**src/rtl/pcie_msi_pkg.sv**
```systemverilog
// rtl/pcie_msi_pkg.sv - shared types and helpers for the MSI/INTx interrupt arbiter
package pcie_msi_pkg;

    typedef enum logic [1:0] {
        ST_IDLE = 2'd0,
        ST_REQ  = 2'd1,
        ST_GAP  = 2'd2
    } msi_state_e;

    localparam int MSI_NUM_W = 5;
    localparam int MAX_CH    = 32;

    // Host allocates 2^mme vectors, capped at 32; the mask folds a channel onto them.
    function automatic logic [MSI_NUM_W-1:0] mme_fold_mask(input logic [2:0] mme);
        logic [2:0] e;
        e = (mme > 3'd5) ? 3'd5 : mme;
        return MSI_NUM_W'((6'd1 << e) - 6'd1);
    endfunction

endpackage

```
**src/rtl/pcie_msi_arbiter_if.sv**
```systemverilog
// rtl/pcie_msi_arbiter_if.sv - HIP int_msi port group between arbiter and PCIe hard IP
interface pcie_msi_arbiter_if;
    import pcie_msi_pkg::*;

    logic                 app_msi_req;
    logic [MSI_NUM_W-1:0] app_msi_num;
    logic [2:0]           app_msi_tc;
    logic                 app_msi_ack;
    logic                 app_int_sts;

    modport master (
        output app_msi_req,
        output app_msi_num,
        output app_msi_tc,
        output app_int_sts,
        input  app_msi_ack
    );

    modport slave (
        input  app_msi_req,
        input  app_msi_num,
        input  app_msi_tc,
        input  app_int_sts,
        output app_msi_ack
    );

endinterface

```
**src/rtl/pcie_rr_arb.sv**
```systemverilog
// rtl/pcie_rr_arb.sv - combinational round-robin find-first starting after ptr
module pcie_rr_arb #(
    parameter  int N_CH  = 8,
    localparam int IDX_W = (N_CH > 1) ? $clog2(N_CH) : 1
) (
    input  logic [N_CH-1:0]  req,
    input  logic [IDX_W-1:0] ptr,
    output logic [IDX_W-1:0] idx,
    output logic             valid
);

    // Scan from the farthest candidate back to ptr+1 so the nearest hit wins last.
    always_comb begin
        int c;
        idx   = '0;
        valid = 1'b0;
        c     = 0;
        for (int i = N_CH; i >= 1; i--) begin
            c = (int'(ptr) + i) % N_CH;
            if (req[IDX_W'(c)]) begin
                idx   = IDX_W'(c);
                valid = 1'b1;
            end
        end
    end

endmodule

```
**src/rtl/pcie_msi_arbiter.sv**
```systemverilog
// rtl/pcie_msi_arbiter.sv - round-robin MSI arbiter with INTx fallback for the PCIe HIP
module pcie_msi_arbiter
    import pcie_msi_pkg::*;
#(
    parameter int         N_CH        = 8,
    parameter logic [2:0] MSI_TC      = 3'd0,
    parameter int         ACK_TIMEOUT = 1023
) (
    input  logic                pld_clk_clk,
    input  logic                reset_n,
    input  logic [N_CH-1:0]     irq_pulse,
    input  logic [N_CH-1:0]     irq_mask,
    input  logic [N_CH-1:0]     irq_clr,
    input  logic                msi_enable,
    input  logic [2:0]          msi_mme,
    pcie_msi_arbiter_if.master  hip,
    output logic [N_CH-1:0]     irq_pending,
    output logic [N_CH-1:0]     irq_overflow,
    output logic                msi_timeout
);

    localparam int IDX_W = (N_CH > 1) ? $clog2(N_CH) : 1;
    localparam int CNT_W = (ACK_TIMEOUT > 1) ? $clog2(ACK_TIMEOUT) : 1;
    localparam logic [CNT_W-1:0] CNT_LAST = CNT_W'((ACK_TIMEOUT > 0) ? ACK_TIMEOUT - 1 : 0);

    msi_state_e           state, state_n;
    logic [N_CH-1:0]      pending, overflow, eligible, ack_clr;
    logic [IDX_W-1:0]     ptr, grant_ch, arb_idx;
    logic                 arb_valid, ack_hit, to_hit, grant;
    logic [MSI_NUM_W-1:0] num_q, ch_ext;
    logic [CNT_W-1:0]     cnt;
    logic                 timeout_q, int_sts_q;

    pcie_rr_arb #(.N_CH(N_CH)) u_arb (
        .req   (eligible),
        .ptr   (ptr),
        .idx   (arb_idx),
        .valid (arb_valid)
    );

    always_comb begin
        eligible = pending & irq_mask;
        ack_hit  = (state == ST_REQ) && hip.app_msi_ack;
        // cnt holds the number of completed REQ cycles, so hitting LAST ends the ACK_TIMEOUT-th one
        to_hit   = (ACK_TIMEOUT != 0) && (state == ST_REQ) && !hip.app_msi_ack && (cnt == CNT_LAST);
        grant    = msi_enable && arb_valid;
        ack_clr  = '0;
        if (ack_hit) begin
            ack_clr[grant_ch] = 1'b1;
        end
        ch_ext = '0;
        ch_ext[IDX_W-1:0] = arb_idx;
    end

    always_ff @(posedge pld_clk_clk or negedge reset_n) begin
        if (!reset_n) begin
            state <= ST_IDLE;
        end else begin
            state <= state_n;
        end
    end

    always_comb begin
        state_n = state;
        case (state)
            ST_IDLE: if (grant) state_n = ST_REQ;
            ST_REQ:  if (ack_hit || to_hit) state_n = ST_GAP;
            ST_GAP:  state_n = grant ? ST_REQ : ST_IDLE;
            default: state_n = ST_IDLE;
        endcase
    end

    always_comb begin
        hip.app_msi_req = (state == ST_REQ);
        hip.app_msi_num = num_q;
        hip.app_msi_tc  = MSI_TC;
        hip.app_int_sts = int_sts_q;
        irq_pending     = pending;
        irq_overflow    = overflow;
        msi_timeout     = timeout_q;
    end

    always_ff @(posedge pld_clk_clk or negedge reset_n) begin
        if (!reset_n) begin
            pending   <= '0;
            overflow  <= '0;
            ptr       <= '0;
            grant_ch  <= '0;
            num_q     <= '0;
            cnt       <= '0;
            timeout_q <= 1'b0;
            int_sts_q <= 1'b0;
        end else begin
            // A new event always survives a same-cycle clear or ack.
            pending   <= irq_pulse | (pending & ~irq_clr & ~ack_clr);
            overflow  <= (overflow & ~irq_clr) | (irq_pulse & pending);
            int_sts_q <= !msi_enable && (|eligible);
            cnt       <= (state == ST_REQ) ? cnt + 1'b1 : '0;
            if (ack_hit) begin
                ptr <= grant_ch;
            end
            if (to_hit) begin
                timeout_q <= 1'b1;
            end
            if ((state != ST_REQ) && grant) begin
                grant_ch <= arb_idx;
                num_q    <= ch_ext & mme_fold_mask(msi_mme);
            end
        end
    end

endmodule

```
**src/flat_wrapper.sv**
```systemverilog
// flat-port wrapper written by rule: the top's interface ports become plain ports
module pcie_msi_arbiter_flat import pcie_msi_pkg::*;
#(
    parameter int         N_CH        = 8,
    parameter logic [2:0] MSI_TC      = 3'd0,
    parameter int         ACK_TIMEOUT = 1023
)
  (pld_clk_clk, reset_n, irq_pulse, irq_mask, irq_clr, msi_enable, msi_mme, irq_pending, irq_overflow, msi_timeout, hip_app_msi_req, hip_app_msi_num, hip_app_msi_tc, hip_app_int_sts, hip_app_msi_ack);
  pcie_msi_arbiter_if hip_i ();
  input  logic pld_clk_clk;
  input  logic reset_n;
  input  logic [N_CH-1:0] irq_pulse;
  input  logic [N_CH-1:0] irq_mask;
  input  logic [N_CH-1:0] irq_clr;
  input  logic msi_enable;
  input  logic [2:0] msi_mme;
  output logic [N_CH-1:0] irq_pending;
  output logic [N_CH-1:0] irq_overflow;
  output logic msi_timeout;
  output wire logic [$bits(hip_i.app_msi_req)-1:0] hip_app_msi_req;
  output wire logic [$bits(hip_i.app_msi_num)-1:0] hip_app_msi_num;
  output wire logic [$bits(hip_i.app_msi_tc)-1:0] hip_app_msi_tc;
  output wire logic [$bits(hip_i.app_int_sts)-1:0] hip_app_int_sts;
  input wire logic [$bits(hip_i.app_msi_ack)-1:0] hip_app_msi_ack;
  assign hip_app_msi_req = hip_i.app_msi_req;
  assign hip_app_msi_num = hip_i.app_msi_num;
  assign hip_app_msi_tc = hip_i.app_msi_tc;
  assign hip_app_int_sts = hip_i.app_int_sts;
  assign hip_i.app_msi_ack = hip_app_msi_ack;
  pcie_msi_arbiter #(.N_CH(N_CH), .MSI_TC(MSI_TC), .ACK_TIMEOUT(ACK_TIMEOUT)) u_core (.pld_clk_clk(pld_clk_clk), .reset_n(reset_n), .irq_pulse(irq_pulse), .irq_mask(irq_mask), .irq_clr(irq_clr), .msi_enable(msi_enable), .msi_mme(msi_mme), .hip(hip_i), .irq_pending(irq_pending), .irq_overflow(irq_overflow), .msi_timeout(msi_timeout));
endmodule
```
**config.mk**
```make
export PLATFORM = sky130hd
export DESIGN_NAME = pcie_msi_arbiter_flat
export DESIGN_NICKNAME = d
export VERILOG_FILES = /design/src/rtl/pcie_msi_pkg.sv /design/src/rtl/pcie_msi_arbiter_if.sv /design/src/rtl/pcie_rr_arb.sv /design/src/rtl/pcie_msi_arbiter.sv /design/src/flat_wrapper.sv
export SDC_FILE = /design/constraint.sdc
export NUM_CORES = 1
export LEC_CHECK = 0
export ABC_CLOCK_PERIOD_IN_PS = 2900
export BUFFER_PORTS_ARGS = -buffer_cell sky130_fd_sc_hd__buf_2
export CORE_UTILIZATION = 43
export DETAILED_ROUTE_END_ITERATION = 10
export GPL_ROUTABILITY_DRIVEN = 0
export PLACE_DENSITY = 0.68
export SYNTH_ARGS = -nofsm -noshare
export SYNTH_HDL_FRONTEND = slang
export SYNTH_SLANG_ARGS = --single-unit
```
**constraint.sdc**
```tcl
create_clock -name pld_clk_clk -period 2.9 [get_ports pld_clk_clk]
set_input_delay 0.58 -clock pld_clk_clk [delete_from_list [all_inputs] [get_ports pld_clk_clk]]
set_output_delay 0.58 -clock pld_clk_clk [all_outputs]
set_load 0.02 [all_outputs]
```
; ---- Word-level counts from Yosys, hierarchy flattened
; Index checks and enable logic that the tools add are counted.
; Widths: inputs -> output; s select.
[word_totals]
register_bits = 41
in_bits = 31
output_inout_bits = 27
wordCells = 109
[op_classes]
addsub = 10
magnitude_cmp = 11
n_eq_ne = 6
shift = 1
muxes = 49
bitwise = 10
reduce_logical = 13
[ops]
columns = operator, n
row1 = $and 8x8->8, 5
row2 = $lt 3x5->1 const B, 8
row3 = $mux 3, 9
row4 = $mux 1, 26
row5 = $bmux 1 s3, 8
row6 = $not 8->8, 2
row7 = $or 8x8->8, 2
row8 = $add 3x3->3 const B, 4
row9 = $add 10x1->10 const B, 1
row10 = $eq 10x10->1 const B, 1
row11 = $mux 10, 1
row12 = $mux 8, 1
row13 = $reduce_or 8->1, 1
row14 = $logic_and 1x1->1, 7
row15 = $add 3x1->3 const B, 2
row16 = $add 3x2->3 const B, 2
row17 = $ne 2x1->1 const B, 3
row18 = $pmux 2 s3, 1
row19 = $and 3x5->5, 1
row20 = $shl 1x3->5 const A, 1
row21 = $sub 5x1->5 const B, 1
row22 = $lt 3x4->1 const B, 1
row23 = $mux 2, 2
row24 = $demux 1 s3, 1
row25 = other kinds (8), 9

; ---- Depth between registers and ports, before layout
; Gate-level depths: netlist (run 1).
[logic_depth]
depth_word = 15
depth_mapped = 11

; ---- Cells and area by module
; From an unflattened synthesis (run 1), not the netlist that was laid out.
[hier_totals]
hier_cells = 240
hier_area_um2 = 2441.1
[by_module_without_submodules]
columns = module, n_inst, cells_each, area_each_um2, seq_area_each_um2
row1 = pcie_msi_arbiter, 1, 163, 1766.7, 975.9
row2 = pcie_rr_arb, 1, 77, 674.4, 0.0

; ---- Worst setup path before layout (run 1)
; No wires, ideal clock.
[synth_path]
kind = reg-to-reg
from = register u_core.ptr[1]
to = register u_core.num_q[0], in the netlist u_core.hip.app_msi_num[0]
setup_ns = 0.121
arrival_time_ns = 2.683
required_time_ns = 2.779
slack_ns = 0.096
path_stages_with_launch = 12
n_path_buf = 2
synth_period_minus_slack_ns = 2.804
path_cell_list = dfrtp_1 -> clkbuf_1 -> inv_2 -> ha_1 -> buf_4 -> xnor2_2 -> mux4_2 -> mux2i_1 -> a22oi_2 -> o221ai_2 -> mux2_1 -> a22o_1
[synth_via]
elab_chain_len = 14
[synth_lines]
columns = element, line_no
row1 = "start, declared", pcie_msi_arbiter.sv:28  ; logic [IDX_W-1:0] ptr, grant_ch, arb_idx;
row2 = "start signal, assigned", pcie_msi_arbiter.sv:100  ; ptr <= grant_ch;
row3 = $add 3x1->3, pcie_rr_arb.sv:19  ; c = (int'(ptr) + i) % N_CH;
row4 = $bmux 1 s3, pcie_rr_arb.sv:20  ; if (req[IDX_W'(c)]) begin
row5 = $mux 1 (not written as such) (2 in series), pcie_rr_arb.sv:20
row6 = $mux 1 (8 in series), pcie_rr_arb.sv:20
row7 = $logic_and 1x1->1, pcie_msi_arbiter.sv:46  ; grant = msi_enable && arb_valid;
row8 = $logic_and 1x1->1, pcie_msi_arbiter.sv:105  ; if ((state != ST_REQ) && grant) begin
row9 = "end signal, assigned", pcie_msi_arbiter.sv:107  ; num_q <= ch_ext & mme_fold_mask(msi_mme);
row10 = "end, declared", pcie_msi_arbiter.sv:30  ; logic [MSI_NUM_W-1:0] num_q, ch_ext;
; Several ways; a longest one is shown, not always the timed one. The select of a mux whose other input is x is not followed.
; A chain may end at the register's enable or synchronous reset.

; ---- Final worst setup path (run 1)
[layout_path]
from = register u_core.ptr[0]
to = register u_core.num_q[0], in the netlist u_core.hip.app_msi_num[0]
; The elaborated chain is that of the path after synthesis.

==> results.py, run 1 <==
metrics = {
    "sta": {
        "rsz0062_at_grt": "no",
        "min_period_ns": 2.73,
        "setup_tns_ns": 0,
        "fin_crit_sh": 0.942,
        "relSlewSlack": 0.414,
        "worst_pin_slew_ns": 0.879,
        "finalSetupViolations": 0,
        "max_freq_mhz": 366,
        "hold_viol_final": 0,
        "skew_ns": 0.00785,
        "drv_slew": 0,
    },
    "synth": {
        "yosys_warnings": 0,
        "ys_types": 55,
        "syn_area_per_cell_um2": 9.27,
        "synth_most_common_cell": "dfrtp_1",
        "ys_ff_latch": 39,
        "async_flop_share": 1.00,
        "seq_area_frac_synth": 0.364,
        "syn_area_um2": 2680,
        "netlist_instances": 289,
        "ys_top_cells_by_area": "dfrtp_1 36%, nand2_1 4.3%, mux4_2 4.2%",
        "netlist_top_cells_count": "39 x dfrtp_1, 31 x nand2_1, 28 x nor2_1",
        "synth-edff-count": 0,
        "yosys.area.top_type": "dfrtp_1",
        "synthFlopType": "dfrtp_1",
        "synth_top_area_frac": 0.364,
    },
    "setup_path": {
        "startpoint_type": "flip-flop",
        "crit_required_ns": 3.08,
        "critPathMaxFanout": 4,
        "rr_worst_depth": 8,
        "slowest_stage": "dfrtp_1",
        "endpoint_kind": "flip-flop",
        "r2r_slack_ns": 0.17,
        "timing.rr.end": "u_core.hip.app_msi_num[0]$_DFFE_PN0P_",
        "arrival_ns": 2.91,
        "critPathTopFamily": "multiplexers",
        "crit_chain": "ha_1 > xnor2_1 > mux4_1 > mux2i_1 > a22oi_2 > o221ai_2 > mux2_1 > a22o_1",
        "r2r_start": "u_core.ptr[0]$_DFFE_PN0P_",
        "cpPeakStageDelay_ns": 0.44,
        "crit_type": "reg2reg",
        "crit_buf_inv": 0,
    },
    "die": {
        "num_rows": 28,
        "die_h_um": 80.9,
        "io_pins": 58,
        "die_w_um": 80.9,
        "die_area_um2": 6550,
        "core_area_um2": 5960,
        "start_util": 0.450,
    },
    "global_routing": {
        "grt_max_degree": 40,
        "overflow": 0,
        "first_global_vias": 2262,
        "grt_pass1_wl_mm": 11.1,
        "antenna_found_initial": 0,
        "grt_usage": 0.224,
    },
    "route": {
        "routed_wl_mm": 6.79,
        "drt_iter0_drc": 242,
        "remaining_drc_errors": 0,
        "vias": 2494,
        "post_drt_wl_per_cell_um": 16.2,
        "drtPass1Iterations": 5,
        "viasPerCell": 5.94,
        "ant_nets": 0,
    },
    "finish": {
        "final_cell_area_um2": 3130,
        "n_fill_cell": 564,
        "area_growth_pct": 17.0,
        "postLayoutCoreUtil": 0.526,
        "nNetsFinal": 381,
        "drive_gt1_frac": 0.272,
        "n_antenna_cell": 0,
    },
    "worst_hold_path": {
        "hp-class": "in2async",
    },
    "clock_network": {
        "clockBufferDepth": 2,
        "cts_setup_buffers": 0,
        "cts_hold_buffers": 0,
        "cts_buffers": 5,
        "clk_pin_slew_ns": 0.08,
        "worstSkewPairLatency_ns": 0.29,
        "cts_root_buf": "clkbuf_8",
        "cts_sinks": 39,
        "cts-htree-levels": 2,
        "cts_tree": "yes",
        "ctsResizeCount": 0,
    },
    "power_and_ir_drop": {
        "power.leakage_nw": 1.41,
        "total_power_mw": 2.99,
        "peakVddDrop_mv": 0.555,
        "power_density_nw_per_um2": 953,
    },
    "placed_design": {
        "hpwl_mm": 5.16,
        "io_buffers": 52,
        "dpl_cell_area_um2": 3020,
    },
    "status": {
        "status": "completed",
    },
    "run": {
        "cap_violations": 0,
    },
}
sequential cells by signal, indices dropped and copies added, names as in the netlist:
signal	count
u_core.msi_timeout	1
u_core.grant_ch	3
u_core.irq_overflow	8
u_core.cnt	10
u_core.hip.app_msi_num	3
u_core.ptr	3
u_core.hip.app_int_sts	1
u_core.state	2
u_core.irq_pending	8
where the power goes:
part | internal (mW) | switching, mW | total [mW] | leakage, nW
sequential | 0.636 | 0.126 | 0.762 | 0.477
clock | 0.251 | 0.189 | 0.440 | 0.0502
combinational | 0.774 | 1.01 | 1.78 | 0.885
total | 1.66 | 1.32 | 2.99 | 1.41
metrics by stage:
step                      worst slack [ns]  std cells  hold slack, ns
after floorplan                     0.0963        293           0.284
after detailed placement             0.154        413           0.451
final                                0.170        420           0.398
after CTS                            0.133        420           0.422
after global placement               0.242        413           0.436
after global routing                0.0167        420           0.462
worst reg2reg max path, cell delays in order (launching register included):
cell	delay, ns
dfrtp_1	0.44
ha_1	0.33
xnor2_1	0.41
mux4_1	0.41
mux2i_1	0.19
a22oi_2	0.08
o221ai_2	0.22
mux2_1	0.36
a22o_1	0.18
per-layer routing:
metal / global-route usage / vias up / routed length (µm)
li1: - / 1167 / -
met1: 0.307 / 1188 / 3010
met2: 0.345 / 125 / 3170
met3: 0.0517 / 14 / 483
met4: 0.0821 / 0 / 129
met5: 0 / - / 0
layout by cell type, fill, tap and decap left out, types with 3 or more instances in the layout:
master and count:
a21oi_1 13, a221oi_1 6, a22o_1 11, a31o_2 9, and2_1 6, buf_2 52
buf_4 9, clkbuf_8 5, conb_1 5, dfrtp_1 39, ha_1 5, inv_1 13
mux2_2 3, mux2i_1 6, mux4_2 5, nand2_1 31, nand2b_1 4, nand3_1 13
nand3b_1 3, nand4_1 4, nor2_1 28, o211ai_1 3, o21ai_0 10, o22ai_1 5
or3_1 6, xnor2_1 3, xor2_1 6
layout make-up:
cell class / instances / area [µm²] / area share
clock buffers: 5 / 68.8 / 0.0220
repair buffers: 61 / 328 / 0.105
clock inverters: 2 / 37.5 / 0.0120
flip-flops and latches: 39 / 976 / 0.312
inverters: 16 / 62.6 / 0.0200
well taps: 75 / 93.8 / 0.0300
multi-input cells: 222 / 1570 / 0.500
logic make-up after synthesis:
kind of cell,count (synthesis),synth area share
muxes,17,0.101
adders and majority gates,5,0.0234
AOI/OAI and AO/OA,80,0.220
and+or+nand+nor,103,0.182
DFF,39,0.364
xor gates and xnor gates,12,0.0476
other,1,0.00140
buffers and inverters,32,0.0607
how the worst max path moves through the flow:
stage                                                       end  cells past startpoint                      start  slack (ns)
after floorplan           u_core.hip.app_msi_num[0]$_DFFE_PN0P_                     11  u_core.ptr[1]$_DFFE_PN0P_         0.1
after global placement    u_core.hip.app_msi_num[0]$_DFFE_PN0P_                     10  u_core.ptr[1]$_DFFE_PN0P_        0.24
after detailed placement  u_core.hip.app_msi_num[0]$_DFFE_PN0P_                     10  u_core.ptr[1]$_DFFE_PN0P_        0.15
after CTS                 u_core.hip.app_msi_num[0]$_DFFE_PN0P_                     10  u_core.ptr[1]$_DFFE_PN0P_        0.13
after global routing      u_core.hip.app_msi_num[0]$_DFFE_PN0P_                     10  u_core.ptr[1]$_DFFE_PN0P_        0.02
final                     u_core.hip.app_msi_num[0]$_DFFE_PN0P_                      8  u_core.ptr[0]$_DFFE_PN0P_        0.17
No activity file was read; power rests on OpenSTA's default activity.
==> run 2, diff against run 1 <==
CORE_UTILIZATION = 50   (was 43)
PLACE_DENSITY = 0.77   (was 0.68)
==> results.py, run 2 (synthesized netlist as in run 1, its figures left out) <==
metrics = {
    "setup_path": {
        "critPathMaxFanout": 7,
        "startpoint_type": "flip-flop",
        "crit_chain": "inv_2 > ha_1 > buf_4 > xor2_2 > mux4_1 > mux2i_1 > a22oi_2 > o221ai_2 > mux2_1 > a22o_1",
        "arrival_ns": 2.99,
        "timing.rr.end": "u_core.hip.app_msi_num[0]$_DFFE_PN0P_",
        "slowest_stage": "dfrtp_2",
        "crit_type": "reg2reg",
        "startpoint": "u_core.ptr[1]$_DFFE_PN0P_",
        "cpPeakStageDelay_ns": 0.46,
        "rr_worst_depth": 10,
        "critPathTopFamily": "multiplexers",
        "r2r_slack_ns": 0.09,
        "endpoint_kind": "flip-flop",
        "crit_required_ns": 3.08,
        "r2r_start": "u_core.ptr[1]$_DFFE_PN0P_",
        "crit_buf_inv": 2,
    },
    "status": {
        "status": "completed",
    },
    "finish": {
        "multiInputGateArea_um2": 1560,
        "largest_reg_flops": 10,
        "drive_gt1_frac": 0.275,
        "nNetsFinal": 381,
        "n_antenna_cell": 0,
        "area_growth_pct": 15.5,
        "top_register": "u_core.cnt",
        "layout_commonest_cell": "buf_2",
        "seq_area_um2": 978,
        "final_cell_mix": "52 x buf_2, 37 x dfrtp_1, 31 x nand2_1, 28 x nor2_1",
        "n_fill_cell": 459,
    },
    "worst_hold_path": {
        "hp-class": "in2async",
    },
    "die": {
        "die_w_um": 75.2,
        "start_util": 0.521,
        "io_pins": 58,
        "core_area_um2": 5140,
        "die_h_um": 75.2,
        "die_area_um2": 5650,
        "num_rows": 26,
    },
    "sta": {
        "hold_viol_final": 0,
        "finalSetupViolations": 0,
        "relSlewSlack": 0.435,
        "worst_pin_slew_ns": 0.847,
        "drv_slew": 0,
        "max_freq_mhz": 356,
        "min_period_ns": 2.81,
        "fin_crit_sh": 0.970,
        "rsz0062_at_grt": "no",
        "setup_tns_ns": 0,
        "fin_hold_ws_ns": 0.389,
        "skew_ns": 0.00551,
    },
    "global_routing": {
        "grt_pass1_wl_mm": 10.6,
        "antenna_found_initial": 0,
        "grt_usage": 0.252,
        "first_global_vias": 2292,
        "grt_max_degree": 40,
        "overflow": 0,
    },
    "clock_network": {
        "clk_pin_slew_ns": 0.07,
        "worstSkewPairLatency_ns": 0.29,
        "cts_tree": "yes",
        "clockBufferDepth": 2,
        "cts-htree-levels": 2,
        "cts_root_buf": "clkbuf_8",
        "cts_sinks": 39,
        "cts_buffers": 5,
    },
    "route": {
        "remaining_drc_errors": 0,
        "vias": 2463,
        "drtPass1Iterations": 5,
        "drt_iter0_drc": 226,
        "post_drt_wl_per_cell_um": 15.8,
        "routed_wl_mm": 6.56,
        "viasPerCell": 5.92,
        "ant_nets": 0,
    },
    "power_and_ir_drop": {
        "p_clk_frac": 0.119,
        "p_switching_mw": 1.33,
        "p_int_mw": 1.57,
        "swShare": 0.457,
        "peakVddDrop_mv": 0.511,
        "power.leakage_nw": 1.40,
        "combinationalPowerShare": 0.616,
        "pwr-share-seq": 0.265,
        "power_density_nw_per_um2": 937,
    },
    "run": {
        "cap_violations": 0,
    },
    "placed_design": {
        "hpwl_mm": 5.09,
        "io_buffers": 52,
    },
}
## run 2: worst max path at each step
stage | end | slack, ns | cells after the start
floorplan | u_core.hip.app_msi_num[0]$_DFFE_PN0P_ | 0.1 | 11
global placement | u_core.hip.app_msi_num[0]$_DFFE_PN0P_ | 0.23 | 9
detailed placement | u_core.hip.app_msi_num[0]$_DFFE_PN0P_ | 0.13 | 10
CTS | u_core.hip.app_msi_num[0]$_DFFE_PN0P_ | 0.11 | 10
global route | u_core.hip.app_msi_num[0]$_DFFE_PN0P_ | 0.01 | 10
finish | u_core.hip.app_msi_num[0]$_DFFE_PN0P_ | 0.09 | 10
## run 2: routing by layer
metal / vias to the layer above / track usage / part of all wire
li1: 1166 / - / -
met1: 1180 / 0.346 / 0.43
met2: 96 / 0.396 / 0.49
met3: 21 / 0.0402 / 0.053
met4: 0 / 0.113 / 0.029
met5: - / 0 / 0
## run 2: repair_timing
item | in CTS | in global routing
resized for setup | 0 | 2
setup endpoints to repair | 0 | 1
hold buffers | 0 | 0
setup buffers | 0 | 0
## run 2: layout make-up
type,instances,share of cell area
timing repair buffer,61,0.106
clock inverter,1,0.00162
inverter,16,0.0202
clock buffer,7,0.0247
tap,70,0.0283
multi-input combinational,222,0.503
sequential,39,0.316
## run 2: through the flow
| step | cell area, µm² | worst slack (ns) | total power [mW] | instances | util |
|---|---|---|---|---|---|
| after floorplan | 2690 | 0.0963 | 2.10 | 293 | - |
| after global placement | 3010 | 0.226 | 2.47 | 408 | 0.585 |
| after detailed placement | 3010 | 0.130 | 2.52 | 408 | 0.585 |
| after CTS | 3090 | 0.111 | 2.87 | 416 | 0.601 |
| after global routing | 3090 | 0.0126 | 3.09 | 416 | 0.602 |
| final | 3090 | 0.0881 | 2.90 | 416 | 0.602 |
## run 2: power by group through the flow
stage                     Sequential [mW]  Clock [mW]  Combinational (mW)
final                               0.768       0.345                1.79
after detailed placement            0.772           0                1.75
after global routing                0.785       0.375                1.93
after CTS                           0.762       0.355                1.75
after floorplan                     0.763           0                1.33
after global placement              0.767           0                1.71
